$ cat config.mk
export PLATFORM = sky130hd
export DESIGN_NAME = alarm_controller
export DESIGN_NICKNAME = d
export VERILOG_FILES = /design/src/rtl/alarm_controller_pkg.sv /design/src/rtl/alarm_time_reg.sv /design/src/rtl/alarm_controller.sv
export SDC_FILE = /design/constraint.sdc
export NUM_CORES = 1
export LEC_CHECK = 0
export CAP_MARGIN = 25
export CORE_UTILIZATION = 55
export CTS_CLUSTER_DIAMETER = 120
export DETAILED_ROUTE_END_ITERATION = 8
export DONT_BUFFER_PORTS = 1
export PLACE_DENSITY = 0.7
export SETUP_SLACK_MARGIN = 0.2
export SYNTH_ARGS = -nofsm -noshare
export SYNTH_HDL_FRONTEND = slang
export SYNTH_HIERARCHICAL = 1
export SYNTH_SLANG_ARGS = --single-unit
$ cat constraint.sdc
create_clock -name clk -period 4.8 [get_ports clk]
set_input_delay 0.96 -clock clk [delete_from_list [all_inputs] [get_ports clk]]
set_output_delay 0.96 -clock clk [all_outputs]
set_load 0.02 [all_outputs]
$ cat src/rtl/alarm_controller_pkg.sv
// alarm_controller_pkg: shared state encoding and BCD digit widths/limits
package alarm_controller_pkg;
  typedef enum logic [1:0] {IDLE, SET, ARMED, RINGING} state_t;
  localparam int MU_W = 4;
  localparam int MT_W = 3;
  localparam int HU_W = 4;
  localparam int HT_W = 2;
  localparam logic [3:0] MAX_U  = 4'd9;
  localparam logic [2:0] MAX_MT = 3'd5;
  localparam logic [1:0] MAX_HT = 2'd2;
  localparam logic [3:0] MAX_HU = 4'd3;
endpackage

$ cat src/rtl/alarm_time_reg.sv
// alarm_time_reg: BCD hh:mm register with minute/hour stepping and 23:59 wrap
module alarm_time_reg
  import alarm_controller_pkg::*;
#(
  parameter int DEF_HOUR = 6,
  parameter int DEF_MIN  = 30
) (
  input  logic            clk,
  input  logic            reset,
  input  logic            step_min,
  input  logic            step_hr,
  output logic [MU_W-1:0] m_u,
  output logic [MT_W-1:0] m_t,
  output logic [HU_W-1:0] h_u,
  output logic [HT_W-1:0] h_t
);
  logic hr_top;
  assign hr_top = h_t == MAX_HT && h_u == MAX_HU;
  always_ff @(posedge clk) begin
    if (reset) begin
      m_u <= MU_W'(DEF_MIN % 10);
      m_t <= MT_W'(DEF_MIN / 10);
      h_u <= HU_W'(DEF_HOUR % 10);
      h_t <= HT_W'(DEF_HOUR / 10);
    end else begin
      if (step_min) begin
        m_u <= m_u == MAX_U ? '0 : m_u + 1'b1;
        if (m_u == MAX_U) m_t <= m_t == MAX_MT ? '0 : m_t + 1'b1;
      end
      if (step_hr) begin
        h_u <= (hr_top || h_u == MAX_U) ? '0 : h_u + 1'b1;
        h_t <= hr_top ? '0 : h_u == MAX_U ? h_t + 1'b1 : h_t;
      end
    end
  end
endmodule

$ cat src/rtl/alarm_controller.sv
// alarm_controller: alarm set/arm/ring FSM with time compare and beep timer
module alarm_controller
  import alarm_controller_pkg::*;
#(
  parameter int RING_TICKS = 600,
  parameter int BEEP_TICKS = 5,
  parameter int DEF_HOUR   = 6,
  parameter int DEF_MIN    = 30
) (
  input  logic            clk,
  input  logic            reset,
  input  logic            tick,
  input  logic            Set_Alarm,
  input  logic            Alarm_Off,
  input  logic            MIN,
  input  logic            HR,
  input  logic [MU_W-1:0] time_m_u,
  input  logic [MT_W-1:0] time_m_t,
  input  logic [HU_W-1:0] time_h_u,
  input  logic [HT_W-1:0] time_h_t,
  output logic [MU_W-1:0] alarm_m_u,
  output logic [MT_W-1:0] alarm_m_t,
  output logic [HU_W-1:0] alarm_h_u,
  output logic [HT_W-1:0] alarm_h_t,
  output logic            armed,
  output logic            ringing,
  output logic            Alarm_Out
);
  localparam int RW = $clog2(RING_TICKS);
  localparam int BW = $clog2(BEEP_TICKS);
  state_t state, state_n;
  logic off_q, match_q, match, off_rise, timeout, entering, ring_tick, beep_wrap, phase, phase_n;
  logic [RW-1:0] ring_cnt, ring_n;
  logic [BW-1:0] beep_cnt, beep_n;
  alarm_time_reg #(.DEF_HOUR(DEF_HOUR), .DEF_MIN(DEF_MIN)) u_time (
    .clk     (clk),
    .reset   (reset),
    .step_min(state == SET && tick && MIN),
    .step_hr (state == SET && tick && HR),
    .m_u     (alarm_m_u),
    .m_t     (alarm_m_t),
    .h_u     (alarm_h_u),
    .h_t     (alarm_h_t)
  );
  assign match = {time_h_t, time_h_u, time_m_t, time_m_u} == {alarm_h_t, alarm_h_u, alarm_m_t, alarm_m_u};
  assign off_rise = Alarm_Off & ~off_q;
  assign ring_tick = state == RINGING && tick;
  assign timeout = ring_tick && ring_cnt == RW'(RING_TICKS - 1);
  assign beep_wrap = beep_cnt == BW'(BEEP_TICKS - 1);
  assign armed = state == ARMED || state == RINGING;
  assign ringing = state == RINGING;
  always_comb begin
    state_n = state;
    if (Set_Alarm) state_n = SET;
    else
      case (state)
        IDLE:    state_n = off_rise ? ARMED : IDLE;
        SET:     state_n = ARMED;
        ARMED:   state_n = off_rise ? IDLE : (match && !match_q) ? RINGING : ARMED;
        default: state_n = (off_rise || timeout) ? ARMED : RINGING;
      endcase
    entering = state_n == RINGING && state != RINGING;
    ring_n = entering ? '0 : (ring_tick && !timeout) ? ring_cnt + 1'b1 : ring_cnt;
    beep_n = entering ? '0 : ring_tick ? (beep_wrap ? '0 : beep_cnt + 1'b1) : beep_cnt;
    phase_n = entering ? 1'b1 : (ring_tick && beep_wrap) ? ~phase : phase;
  end
  always_ff @(posedge clk) begin
    if (reset) begin
      state <= IDLE;
      off_q <= 1'b0;
      match_q <= 1'b0;
      ring_cnt <= '0;
      beep_cnt <= '0;
      phase <= 1'b0;
      Alarm_Out <= 1'b0;
    end else begin
      state <= state_n;
      off_q <= Alarm_Off;
      match_q <= match;
      ring_cnt <= ring_n;
      beep_cnt <= beep_n;
      phase <= phase_n;
      Alarm_Out <= state_n == RINGING && phase_n;
    end
  end
endmodule

======== Word level (Yosys, flattened, before mapping) ========
Index checks and enable logic that the tools add are counted.
word-level totals
  output and inout port bits .............. 16
  input bits .............................. 20
  register bits after elaboration ......... 32
  word-level logic and storage cells ...... 68
cells by class
  $add $sub $neg .......................... 6
  multiplexer cells ....................... 14
  bitwise gates (word level) .............. 3
  equal/unequal tests ..................... 13
  reduce and logical (&&, ||, !) cells .... 21
operators by type and width
  operator               number
  $eq 13x13->1           1
  $logic_and 1x1->1      11
  $add 10x1->10 const B  1
  $eq 10x10->1 const B   1
  $mux 2                 5
  $add 4x1->4 const B    2
  $eq 2x2->1 const B     4
  $eq 4x4->1 const B     2
  $mux 4                 2
  $add 3x1->3 const B    2
  $eq 3x3->1 const B     2
  $mux 3                 2
  $pmux 2 s3             1
  $eq 4x2->1 const B     1
  $mux 1                 4
  $reduce_and 2->1       2
  $logic_or 1x1->1       3
  $add 2x1->2 const B    1
  $eq 2x1->1 const B     1
  $logic_not 1->1        2
  $logic_not 2->1        1
  $ne 2x2->1 const B     1
  $not 1->1              2
  $reduce_bool 2->1      1
  2 further kinds        2

======== Longest topological paths before layout ========
Gate-level depths: netlist of the first run.
  word-level depth ........................ 11
  depth in mapped cells ................... 6
  depth with buffers taken out ............ 6

======== By module ========
The synthesis of the first run kept the hierarchy.
modules (own cells, without submodules)
  module            cells each  area each (µm²)  seq. area each (µm²)  instances
  alarm_controller  124         1,096.1          380.4                 1
  alarm_time_reg    77          649.4            260.2                 1

======== Least setup slack after synthesis of the first run ========
OpenSTA, ideal clock, no wires.
  path kind ............................... input to register
  from .................................... in tick
  to ...................................... reg u_time.m_t[1]
  cell stages on the path ................. 5
  data arrival time ....................... 2.210 ns
  path slack .............................. 2.511 ns
  buffers on the path ..................... 0
  data required time ...................... 4.721 ns
  library setup time ...................... 0.079 ns
  cells stage by stage .................... nand2_1 nor3b_1 and3b_1 or4b_1 o211ai_1
on the way
  longest elaborated chain between the ends .. 3
ends and longest elaborated chain
  item                               line                    RTL
  from (decl)                        alarm_controller.sv:12  input logic tick,
  $logic_and 1x1->1 (2 in series)    alarm_controller.sv:38  .step_min(state == SET && tick && MIN),
  $reduce_and 2->1 (no source line)  --
  to (signal assigned)               alarm_time_reg.sv:22    m_t <= MT_W'(DEF_MIN / 10);
  to (signal assigned)               alarm_time_reg.sv:28    if (m_u == MAX_U) m_t <= m_t == MAX_MT ? '0 : m_t + 1'b1;
  to (decl)                          alarm_time_reg.sv:13    output logic [MT_W-1:0] m_t,
Every way passes these cells.
A chain may end at the register's enable or synchronous reset.

======== Final worst setup path of the first run ========
  from .................................... reg state[1]
  to ...................................... out ringing
on the way
  longest elaborated chain between the ends .. 1
ends and longest elaborated chain
  item                    line                    RTL
  from (decl)             alarm_controller.sv:31  state_t state, state_n;
  from (signal assigned)  alarm_controller.sv:77  state <= state_n;
  $eq 2x2->1              alarm_controller.sv:51  assign ringing = state == RINGING;
  to (decl)               alarm_controller.sv:26  output logic ringing,
Every way passes these cells.

==> impl_metrics.tcl, run 1 <==
set metrics [dict create \
    status "complete, no violations" \
    root_buffer "clkbuf_4" \
    route.detailed.drc 0 \
    layout_common_cells "32 x dfxtp_1, 22 x xnor2_1, 21 x nand2_1" \
    grt.total_usage_pct 22.6 \
    layout.cells.most_common "dfxtp_1" \
    min_from "beep_cnt[1]" \
    hold_viol_final 0 \
    drive_above_1_share_pct 8.37 \
    path_buf_inv 0 \
    start_util_pct 57.6 \
    clk_latency_ps 340 \
    clk_pin_slew_worst_paths_ps 120 \
    regToRegEndpoint "u_time/m_t[2]" \
    area_growth_syn_to_layout_pct 5.59 \
    rsz0062_at_grt "false" \
    htree_levels 2 \
    yosys.area_share.simple_pct 28.5 \
    relSlewSlack_pct 36.7 \
    powerDensity_mw_per_mm2 276 \
    wl_per_cell_um 14.2 \
    synth_xor_area_share_pct 15.5 \
    nets 227 \
    cts_tree "built" \
    cp-end-kind "output pin" \
    ys_top_cells_by_area "dfxtp_1 37%, xnor2_1 11%, nand2_1 4.5%" \
    ys_ff_latch 32 \
    cap_viol_max_count 0 \
    port_buffers 0 \
    hold_class "flop to flop" \
    synth_top_area_share_pct 36.7 \
    synthArstFlopShare_pct 0 \
    place_ws_ps 2280 \
    gp_congestion 0.870 \
    cts_resized 0 \
    synth_cell_types 47 \
    syn-num-nets 226 \
    final.min_clock_period_ps 2310 \
    max_freq_mhz 432 \
    whs_ps 485 \
    grt_pass1_vias 1361 \
    die_h_um 58.3 \
    num_rows 20 \
    slowest_stage "dfxtp_1" \
    num_vias 1417 \
    synthFlopType "dfxtp_1" \
    detailed_place_hpwl_um 2580 \
    cts.sink_count 32 \
    crit_fanout 11 \
    worstPathRequired_ps 3840 \
    cts_setup_buffers 0 \
    fin_crit_sh_pct 48.2 \
    overflow 0 \
    antenna_found_initial 0 \
    leakage_nw 0.652 \
    worst_pin_slew_ps 947 \
    worst_hold_path.endpoint "beep_cnt[1]" \
    whs_path_depth 2 \
    irDropWorstVdd_v 0.000138 \
    cp-start-kind "flop" \
    antenna_left 0 \
    r2r_start "state[0]" \
    vias_per_cell 5.74 \
    muxShareOfSynthArea_pct 1.15 \
    netlist_area_mm2 0.00175 \
    crit_type "flop to output pin" \
    io_pins 36 \
    max_stage_delay_ps 700 \
    clockBufferDepth 2 \
    synth_top_family_by_area "simple AND/OR/NAND/NOR gates" \
    n_antenna_cell 0 \
    grt_max_degree 20 \
    core_mm2 0.00303 \
    routed_wl_um 3500 \
    worst_slack_ps 2490 \
    drt-initial-drc-count 89 \
    r2r_cells 5 \
    synth_edf_count 0 \
    cts_buffers 5 \
    synth_cells 201 \
    cp_top_family "flip-flops" \
    worstPathArrival_ps 1350 \
    yosysWarnings 6 \
    finalSetupViolations 0 \
    die_w_um 58.3 \
    fin_setup_tns_ps 0 \
    grt_pass1_wl_um 5850 \
    finClkSkew_ps 20.0 \
    cts_hold_buf 0 \
    first_pass_iters 4 \
    die_area_mm2 0.00340 \
    synth_compound_area_share_pct 10.3 \
    seq_area_frac_synth_pct 36.7 \
    synthAdderAreaFrac_pct 3.58 \
    synth_top_area_cell "dfxtp_1" \
    reg2reg_slack_ps 2690 \
    slew_violations 0 \
    crit_chain "and2_2" \
    syn_area_per_cell_um2 8.68 \
]
-- report_power, final --
group	internal (mW)	switching (mW)	leakage [nW]
clock	0.109	0.0988	0.0412
sequential	0.268	0.00807	0.259
combinational	0.0123	0.0132	0.352
-- cells in the mapped netlist, types with 3 or more instances --
| cell type | instances |
|---|---|
| xor2_1 | 7 |
| nor3_1 | 5 |
| nand2b_1 | 4 |
| nor2b_1 | 4 |
| nand4_1 | 6 |
| buf_2 | 3 |
| nand2_1 | 21 |
| a31oi_1 | 3 |
| o21ai_0 | 7 |
| dfxtp_1 | 32 |
| nand3_1 | 5 |
| xnor2_1 | 22 |
| a21oi_1 | 9 |
| inv_1 | 10 |
| ha_1 | 5 |
| nor2_1 | 18 |
-- per-stage QoR --
step / std cells / instance area (µm²) / util [%] / total power, mW
after detailed placement: 239 / 1760 / 58.2 / 0.308
after floorplan: 201 / 1750 / - / 0.305
after global placement: 239 / 1760 / 58.2 / 0.307
after global routing: 247 / 1840 / 60.9 / 0.525
final: 247 / 1840 / 60.9 / 0.509
after CTS: 247 / 1840 / 60.9 / 0.510
-- layer usage --
metal  routed length, µm  track usage, %  part of all wire, %
met1                1530            26.4                   44
met2                1750            38.8                   50
met3                 167            7.47                  4.8
met4                  61            8.16                  1.7
met5                   0               0                    0
-- cell type report --
type | instances | area, µm²
Inverter | 10 | 37.5
Tap cell | 44 | 55.1
Fill cell | 262 | 1180
Clock inverter | 3 | 42.5
Clock buffer | 5 | 37.5
Multi-Input combinational cell | 153 | 1030
Sequential cell | 32 | 641
-- sequential cells by signal, indices dropped and copies added (netlist names), 2 cells and up --
name and flops:
ring_cnt 10, beep_cnt 3, state 2, u_time/h_u 4, u_time/m_t 3, u_time/m_u 4, u_time/h_t 2
-- logic make-up after synthesis --
logic type,after synthesis
AO/OA/AOI/OAI,29
XOR/XNOR,30
adder cells (fa/ha/maj),5
buffers and inverters,16
flip-flops,32
multiplexers,2
AND/OR/NAND/NOR,87
-- worst max path at each step --
| stage | slack, ps | cells past startpoint | endpoint | startpoint |
|---|---|---|---|---|
| floorplan | 2510 | 5 | u_time/m_t[1] | tick |
| global placement | 2340 | 5 | u_time/h_t[0] | tick |
| detailed placement | 2280 | 5 | u_time/h_t[0] | tick |
| CTS | 2470 | 1 | ringing | state[1] |
| global route | 2420 | 1 | ringing | state[1] |
| finish | 2490 | 1 | ringing | state[1] |
Note: power is estimated with default switching activity, not from simulation.
==> run 2: changes to the inputs <==
- PLACE_DENSITY: 0.7 -> 0.73
- clock period: 4.8 -> 2.05 ns (I/O delays scaled with it)
==> run 2 against run 1 <==
  * Design area rose by 6.9%
  * Setup slack worse by 2200 ps
  * Largest cell class unchanged
  * Cell count rose by 6.9%
  * Global-route usage increased by 0.87 points
==> impl_metrics.tcl, run 2 (same netlist as run 1, synthesis figures left out) <==
set metrics [dict create \
    status "complete, no violations" \
    leakage_nw 0.741 \
    crit_chain "nand2_1, nor3b_1, buf_4, and3b_1, or4b_1, o211ai_1" \
    first_pass_iters 4 \
    num_rows 20 \
    whs_path_depth 1 \
    core_mm2 0.00303 \
    grt_max_degree 20 \
    port_buffers 0 \
    vias_per_cell 5.50 \
    cap_viol_max_count 0 \
    cp-end-kind "flop" \
    reg_top3 "ring_cnt x10, u_time/h_u x4, u_time/m_u x4" \
    grt_pass1_vias 1407 \
    post_dp_cell_area_mm2 0.00189 \
    largest_register_ffs 10 \
    grt_pass1_wl_um 6070 \
    slew_violations 0 \
    r2r_cells 6 \
    num_vias 1452 \
    slowest_stage "or4b_1" \
    max_freq_mhz 571 \
    routed_wl_um 3620 \
    die_w_um 58.3 \
    regToRegEndpoint "u_time/m_t[1]" \
    drt-initial-drc-count 69 \
    path_depth 6 \
    nets 244 \
    clk_pin_slew_worst_paths_ps 100 \
    final.min_clock_period_ps 1750 \
    worst_pin_slew_ps 494 \
    final_util_pct 65.1 \
    relSlewSlack_pct 66.9 \
    cts_setup_buffers 0 \
    max_stage_delay_ps 470 \
    io_pins 36 \
    cts_buffers 5 \
    top_register "ring_cnt" \
    die_area_mm2 0.00340 \
    crit_fanout 8 \
    power_mw 1.19 \
    r2r_start "state[0]" \
    clk_latency_ps 330 \
    reg2reg_slack_ps 300 \
    worst_hold_path.endpoint "state[0]" \
    drive_above_1_share_pct 15.5 \
    worstPathRequired_ps 2310 \
    cp-start-kind "flop" \
    fin_crit_sh_pct 85.4 \
    hold_class "input pin to flop" \
    finalSetupViolations 0 \
    root_buffer "clkbuf_4" \
    path_buf_inv 1 \
    gp_congestion 0.815 \
    worstPathArrival_ps 2010 \
    cts.sink_count 32 \
    htree_levels 2 \
    cts_tree "built" \
    wl_per_cell_um 13.7 \
    antenna_found_initial 0 \
    powerDensity_mw_per_mm2 602 \
    route.detailed.drc 0 \
    detailed_place_hpwl_um 2740 \
    antenna_left 0 \
    min_from "reset" \
    layout_common_cells "31 x dfxtp_1, 22 x xnor2_1, 21 x nand2_1" \
    crit_type "flop to flop" \
    overflow 0 \
    clockBufferDepth 2 \
    start_util_pct 57.6 \
    whs_ps 131 \
    die_h_um 58.3 \
    hold_viol_final 0 \
    final_area_mm2 0.00197 \
    irDropWorstVdd_v 0.000402 \
    finClkSkew_ps 12.7 \
    n_antenna_cell 0 \
    fin_setup_tns_ps 0 \
    grt.total_usage_pct 23.5 \
    area_growth_syn_to_layout_pct 12.9 \
    cp_top_family "simple AND/OR/NAND/NOR gates" \
    layout.cells.most_common "dfxtp_1" \
    rsz0062_at_grt "false" \
]
## run 2: power by group
part	leakage [nW]	total, mW	switching, mW	internal, mW
clock	0.0422	0.473	0.218	0.256
combinational	0.439	0.0770	0.0420	0.0350
sequential	0.259	0.636	0.00868	0.628
## run 2: final cells by class
| cell class | count | area, µm² |
|---|---|---|
| Sequential cell | 32 | 644 |
| Inverter | 10 | 37.5 |
| Fill cell | 270 | 1060 |
| Timing Repair Buffer | 17 | 128 |
| Clock inverter | 2 | 35.0 |
| Tap cell | 44 | 55.1 |
| Multi-Input combinational cell | 153 | 1030 |
| Clock buffer | 6 | 41.3 |
## run 2: how the worst max path moves through the flow
stage / start / endpoint / slack, ps
floorplan: state[0] / u_time/m_t[1] / 270
global placement: state[0] / u_time/m_t[1] / 300
detailed placement: state[0] / u_time/m_t[1] / 220
CTS: state[0] / u_time/m_t[1] / 280
global route: state[0] / u_time/m_t[1] / 200
finish: state[0] / u_time/m_t[1] / 300
## run 2: worst register-to-register path: cells and delay by family (launching register included)
family / cells / cell delay [ps]
buffers and inverters: 1 / 160
AND/OR/NAND/NOR: 4 / 1010
flip-flops: 1 / 400
AO/OA/AOI/OAI: 1 / 110
## run 2: per-stage QoR
step           cells  worst slack, ps
2_1_floorplan    201              267
3_3_place_gp     256              298
3_5_place_dp     256              224
4_1_cts          264              278
5_1_grt          264              202
6_report         264              300
## run 2: what timing repair did
item / 4_1_cts / 5_1_grt
endpoints found under the hold margin: 0 / 0
pin swaps: 0 / 0
resized for setup: 1 / 1
hold buffers: 0 / 0
setup endpoints to repair: 1 / 1
## run 2: per-layer routing
layer  global-route usage, %  up-vias  wire (µm)
li1                        -      728          -
met1                    27.0      675       1540
met2                    41.4       47       1800
met3                    9.01        2        262
met4                    5.10        0         10
met5                       0        -          0
==> run 3: changes to the inputs <==
- SETUP_SLACK_MARGIN: 0.2 -> 0.15
==> run 3 against run 2 <==
  * First-iteration DRC count up 16%
  * Sequential cell count stayed put
  * Global-route usage stayed put
  * Utilization shrank 0.083 points
  * Design area fell by 0.13%
  * Register-to-register slack worse by 20 ps
  * Count of clock-buffer cells in the layout did not move
  * Critical path type unchanged
  * Highest routed layer is now met3
==> impl_metrics.tcl, run 3 (same netlist as run 1, synthesis figures left out) <==
set metrics [dict create \
    status "complete, no violations" \
    grt_max_degree 20 \
    worst_pin_slew_ps 496 \
    power_mw 1.19 \
    start_util_pct 57.6 \
    rsz0062_at_grt "false" \
    area_growth_syn_to_layout_pct 12.8 \
    wl_per_cell_um 13.6 \
    powerDensity_mw_per_mm2 603 \
    nets 244 \
    clockBufferDepth 2 \
    leakage_nw 0.741 \
    top_register "ring_cnt" \
    dpl.cell_count 256 \
    worst_slack_ps 282 \
    final_area_mm2 0.00197 \
    hold_viol_final 0 \
    antenna_found_initial 0 \
    whs_path_depth 1 \
    whs_ps 131 \
    grt_pass1_wl_um 6070 \
    clk_pin_slew_worst_paths_ps 110 \
    final_cell_count_no_fill 264 \
    gp_congestion 0.815 \
    cts_buffers 5 \
    drt-initial-drc-count 80 \
    crit_chain "nand2_1, nor3b_1, buf_4, and3b_1, or4b_1, o211ai_1" \
    reg2reg_slack_ps 280 \
    die_w_um 58.3 \
    max_freq_mhz 566 \
    layout.cells.most_common "dfxtp_1" \
    n_antenna_cell 0 \
    wl_met3_um 217 \
    cp_top_family "simple AND/OR/NAND/NOR gates" \
    r2r_start "state[0]" \
    regToRegEndpoint "u_time/m_t[1]" \
    max_stage_delay_ps 460 \
    cts_setup_buffers 0 \
    irDropWorstVdd_v 0.000403 \
    fin_setup_tns_ps 0 \
    num_rows 20 \
    vias_per_cell 5.43 \
    cp-end-kind "flop" \
    finClkSkew_ps 13.2 \
    cp-start-kind "flop" \
    clk_latency_ps 330 \
    reg_top3 "ring_cnt x10, u_time/h_u x4, u_time/m_u x4" \
    detailed_place_hpwl_um 2740 \
    htree_levels 2 \
    die_h_um 58.3 \
    worstPathArrival_ps 2020 \
    final_util_pct 65.0 \
    slowest_stage "or4b_1" \
    relSlewSlack_pct 66.8 \
    dr_wl_met2_um 1820 \
    finalSetupViolations 0 \
    path_buf_inv 1 \
    cap_viol_max_count 0 \
    cts_resized 0 \
    r2r_cells 6 \
    final.min_clock_period_ps 1770 \
    port_buffers 0 \
    core_mm2 0.00303 \
    antenna_left 0 \
    drive_above_1_share_pct 15.5 \
    crit_fanout 8 \
    cts_hold_buf 0 \
    fillCellCount 270 \
    worstPathRequired_ps 2300 \
    grt_pass1_vias 1407 \
    crit_type "flop to flop" \
    routed.top_layer "met3" \
    routed_wl_um 3600 \
    first_pass_iters 4 \
    wl_met1_um 1560 \
    route.detailed.drc 0 \
    place_ws_ps 224 \
    layout_common_cells "31 x dfxtp_1, 22 x xnor2_1, 21 x nand2_1" \
    path_depth 6 \
    largest_register_ffs 10 \
    cts.sink_count 32 \
    root_buffer "clkbuf_4" \
    grt.total_usage_pct 23.5 \
    min_from "reset" \
    slew_violations 0 \
    io_pins 36 \
    cts_tree "built" \
    hold_class "input pin to flop" \
    die_area_mm2 0.00340 \
    worst_hold_path.endpoint "state[0]" \
    fin_crit_sh_pct 86.3 \
    overflow 0 \
    post_dp_cell_area_mm2 0.00189 \
    num_vias 1433 \
]
run 3: layout make-up:
class	count	area [µm²]	area share (%)
Sequential cell	32	642	32.6
Clock buffer	6	41.3	2.10
Clock inverter	2	35.0	1.78
Inverter	10	37.5	1.91
Tap cell	44	55.1	2.80
Multi-Input combinational cell	153	1030	52.3
Timing Repair Buffer	17	128	6.48
run 3: power breakdown:
| part | total [mW] | internal [mW] | leakage [nW] | switching (mW) |
|---|---|---|---|---|
| logic | 0.0770 | 0.0350 | 0.439 | 0.0420 |
| registers | 0.637 | 0.628 | 0.259 | 0.00857 |
| clock network | 0.473 | 0.256 | 0.0422 | 0.218 |
| total | 1.19 | 0.919 | 0.741 | 0.268 |
run 3: routing by layer:
metal	track usage, %	up-vias
met1	27.3	673
met2	41.1	35
met4	5.10	0
met3	9.01	0
met5	0	-
li1	-	725
run 3: how the worst max path moves through the flow:
stage / start / end / slack (ps)
6_report: state[0] / u_time/m_t[1] / 280
5_1_grt: state[0] / u_time/m_t[1] / 170
4_1_cts: state[0] / u_time/m_t[1] / 190
3_5_place_dp: state[0] / u_time/m_t[1] / 220
3_3_place_gp: state[0] / u_time/m_t[1] / 300
2_1_floorplan: state[0] / u_time/m_t[1] / 270
run 3: worst reg2reg max path, cell delays in order (launching register included):
cell and delay, ps:
dfxtp_2 400, nand2_1 140, nor3b_1 220, buf_4 160, and3b_1 200, or4b_1 460
o211ai_1 110
==> RTL change (settings of run 3) <==
Put a register stage on the outputs `armed` and `ringing`, without a reset. The values now appear one clock later. The other outputs are not delayed to match.
--- a/src/rtl/alarm_controller.sv
+++ b/src/rtl/alarm_controller.sv
@@ -48,6 +48,8 @@
   assign timeout = ring_tick && ring_cnt == RW'(RING_TICKS - 1);
   assign beep_wrap = beep_cnt == BW'(BEEP_TICKS - 1);
-  assign armed = state == ARMED || state == RINGING;
-  assign ringing = state == RINGING;
+  always_ff @(posedge clk) begin
+    armed   <= state == ARMED || state == RINGING;
+    ringing <= state == RINGING;
+  end
   always_comb begin
     state_n = state;
Function: changed (a bounded check fails within 4 cycles, from zero or initial values and one cycle with reset high).
==> RTL change against run 3 <==
- cell count decreased by 0.38%
- combinational power decreased by 5.6%
- synthesized area is 2.3% higher
- clock power shrank 28%
- power down 7.8%
- routed wire length is 1.4% lower
- sequential cell count rose by 2
- design area decreased by 0.32%
- setup slack better by 0.018 ns
- count of clock-buffer cells in the layout up 1
==> RTL change: results (changes against run 3) <==
| Metric | Value |
|---|---|
| Distinct cell type count after synthesis | 47 (unchanged) |
| Nets | 244 (unchanged) |
| Reg clk slew, reported paths | 0.10 ns |
| Initial DRT Pass Iterations | 4 (unchanged) |
| Uppermost layer routed | met4 |
| Placer Congestion | 0.857 (+5.1%) |
| Leakage power | 0.731 nW (-1.3%) |
| Top Registers | ring_cnt: 10 flops, u_time/h_u: 4 flops, u_time/m_u: 4 flops |
| Status | finished clean |
| DR iter-0 viols | 57 (-29%) |
| Worst Tran Pin Value | 0.480 ns (-0.0152 ns) |
| CP max stage cell | dfxtp_1 |
| Hold_buf cts | 0 (unchanged) |
| Skew final | 0.00755 ns (-0.00563 ns) |
| Initial antenna violation count | 0 (unchanged) |
| Root Driver | clkbuf_4 |
| Crit path launch | u_time/m_t[1] |
| Clock latency at the later pin of the worst-skew pair | 0.33 ns (about the same) |
| M1 wire length | 1.59 mm (+1.7%) |
| Syn Nets | 228 (+0.88%) |
| Area contributors post-synth | dfxtp_1, xnor2_1, nand2_1 |
| IO buf count | 0 (unchanged) |
| Critical path's top delay family | simple AND/OR/NAND/NOR gates |
| Min-Delay Path Class | in2reg |
| Highest net fanout along the worst path | 13 (+5) |
| Total track usage | 22.5% (-0.96 points) |
| Share of layout cells above drive strength 1 | 13.7% (-1.8 points) |
| Vias in the first global route | 1395 (-0.85%) |
| Total Routed Length | 3.55 mm (-1.4%) |
| Routed wire length on met3 | 221 um (+1.8%) |
| Met2 wire length | 1.67 mm (-8.2%) |
| DP HPWL | 2.74 mm (-0.20%) |
| N_diodes | 0 (unchanged) |
| Post-DR vias/cell | 5.49 (+1.2%) |
| Slowest Stage Delay on Critical Path | 0.52 ns (+0.06 ns) |
| Maximum clock insertion buffer count | 2 (unchanged) |
| First-pass GRT wire length | 5.84 mm (-3.8%) |
| Post-synthesis sequential area ratio | 38.1% (+1.4 points) |
| Max rail drop VDD | 0.341 mV (-16%) |
| Top cells by count, synth | dfxtp_1, xnor2_1, nand2_1, nor2_1, inv_1 |
| Async SR Flop Fraction | 0% (unchanged) |
## RTL change: cell count changes in the layout (fill, tap and decap cells not counted), sizes merged
cell | run 3 | this run
dfxtp | 32 | 34
clkbuf | 6 | 7
bufinv | 1 | 0
clkinv | 1 | 0
buf | 17 | 15
## RTL change: cells by family (layout without fill, tap and decap cells)
group                    Yosys count  after routing  synth area share (%)
AND/OR/NAND/NOR                   87             87                  27.9
AO/OA/AOI/OAI                     29             29                  10.0
flip-flops                        34             34                  38.1
XOR/XNOR                          30             30                  15.1
adder cells (fa/ha/maj)            5              5                  3.50
multiplexers                       2              2                  1.12
buffers and inverters             16             32                  4.20
## RTL change: worst paths after layout
check / endpoint / slack [ns] / cells after the start
setup / recovery: ring_cnt[4] / 0.30 / 5
hold / removal: state[0] / 0.13 / 1
setup reg to reg: ring_cnt[4] / 0.30 / 5
hold reg to reg: beep_cnt[1] / 0.48 / 2
## RTL change: routing by layer
metal | vias to the layer above | track usage [%]
met5 | - | 0
met1 | 670 | 25.4
met4 | 0 | 8.50
li1 | 731 | -
met3 | 7 | 7.64
met2 | 37 | 39.1
## RTL change: layout make-up
type	count	area, sq um
well taps	44	55.1
inverters	10	37.5
multi-input cells	153	1030
repair buffers	15	113
flip-flops and latches	34	682
clock buffers	7	45.0
fillers	281	1120
## RTL change: repair_timing
item                       in CTS  in global routing
gates resized for setup         0                  1
setup endpoints to repair       0                  1
setup buffers                   0                  0
## RTL change: where the power goes
part / total (W) / switching (W) / internal (W)
Sequential: 0.000680 / 0.0000114 / 0.000669
Clock: 0.000341 / 0.000212 / 0.000129
Combinational: 0.0000727 / 0.0000391 / 0.0000336
Total: 0.00109 / 0.000262 / 0.000832
## RTL change: per-stage QoR
step                      worst slack, ns  area [sq um]  total power (W)  std cells  utilization, %
after floorplan                     0.267          1790         0.000756        203               -
after global placement              0.297          1920         0.000766        256            62.2
after detailed placement            0.235          1920         0.000768        256            62.2
after CTS                           0.225          1960          0.00110        263            63.7
after global routing                0.208          1960          0.00114        263            63.7
final                               0.300          1960          0.00109        263            63.7
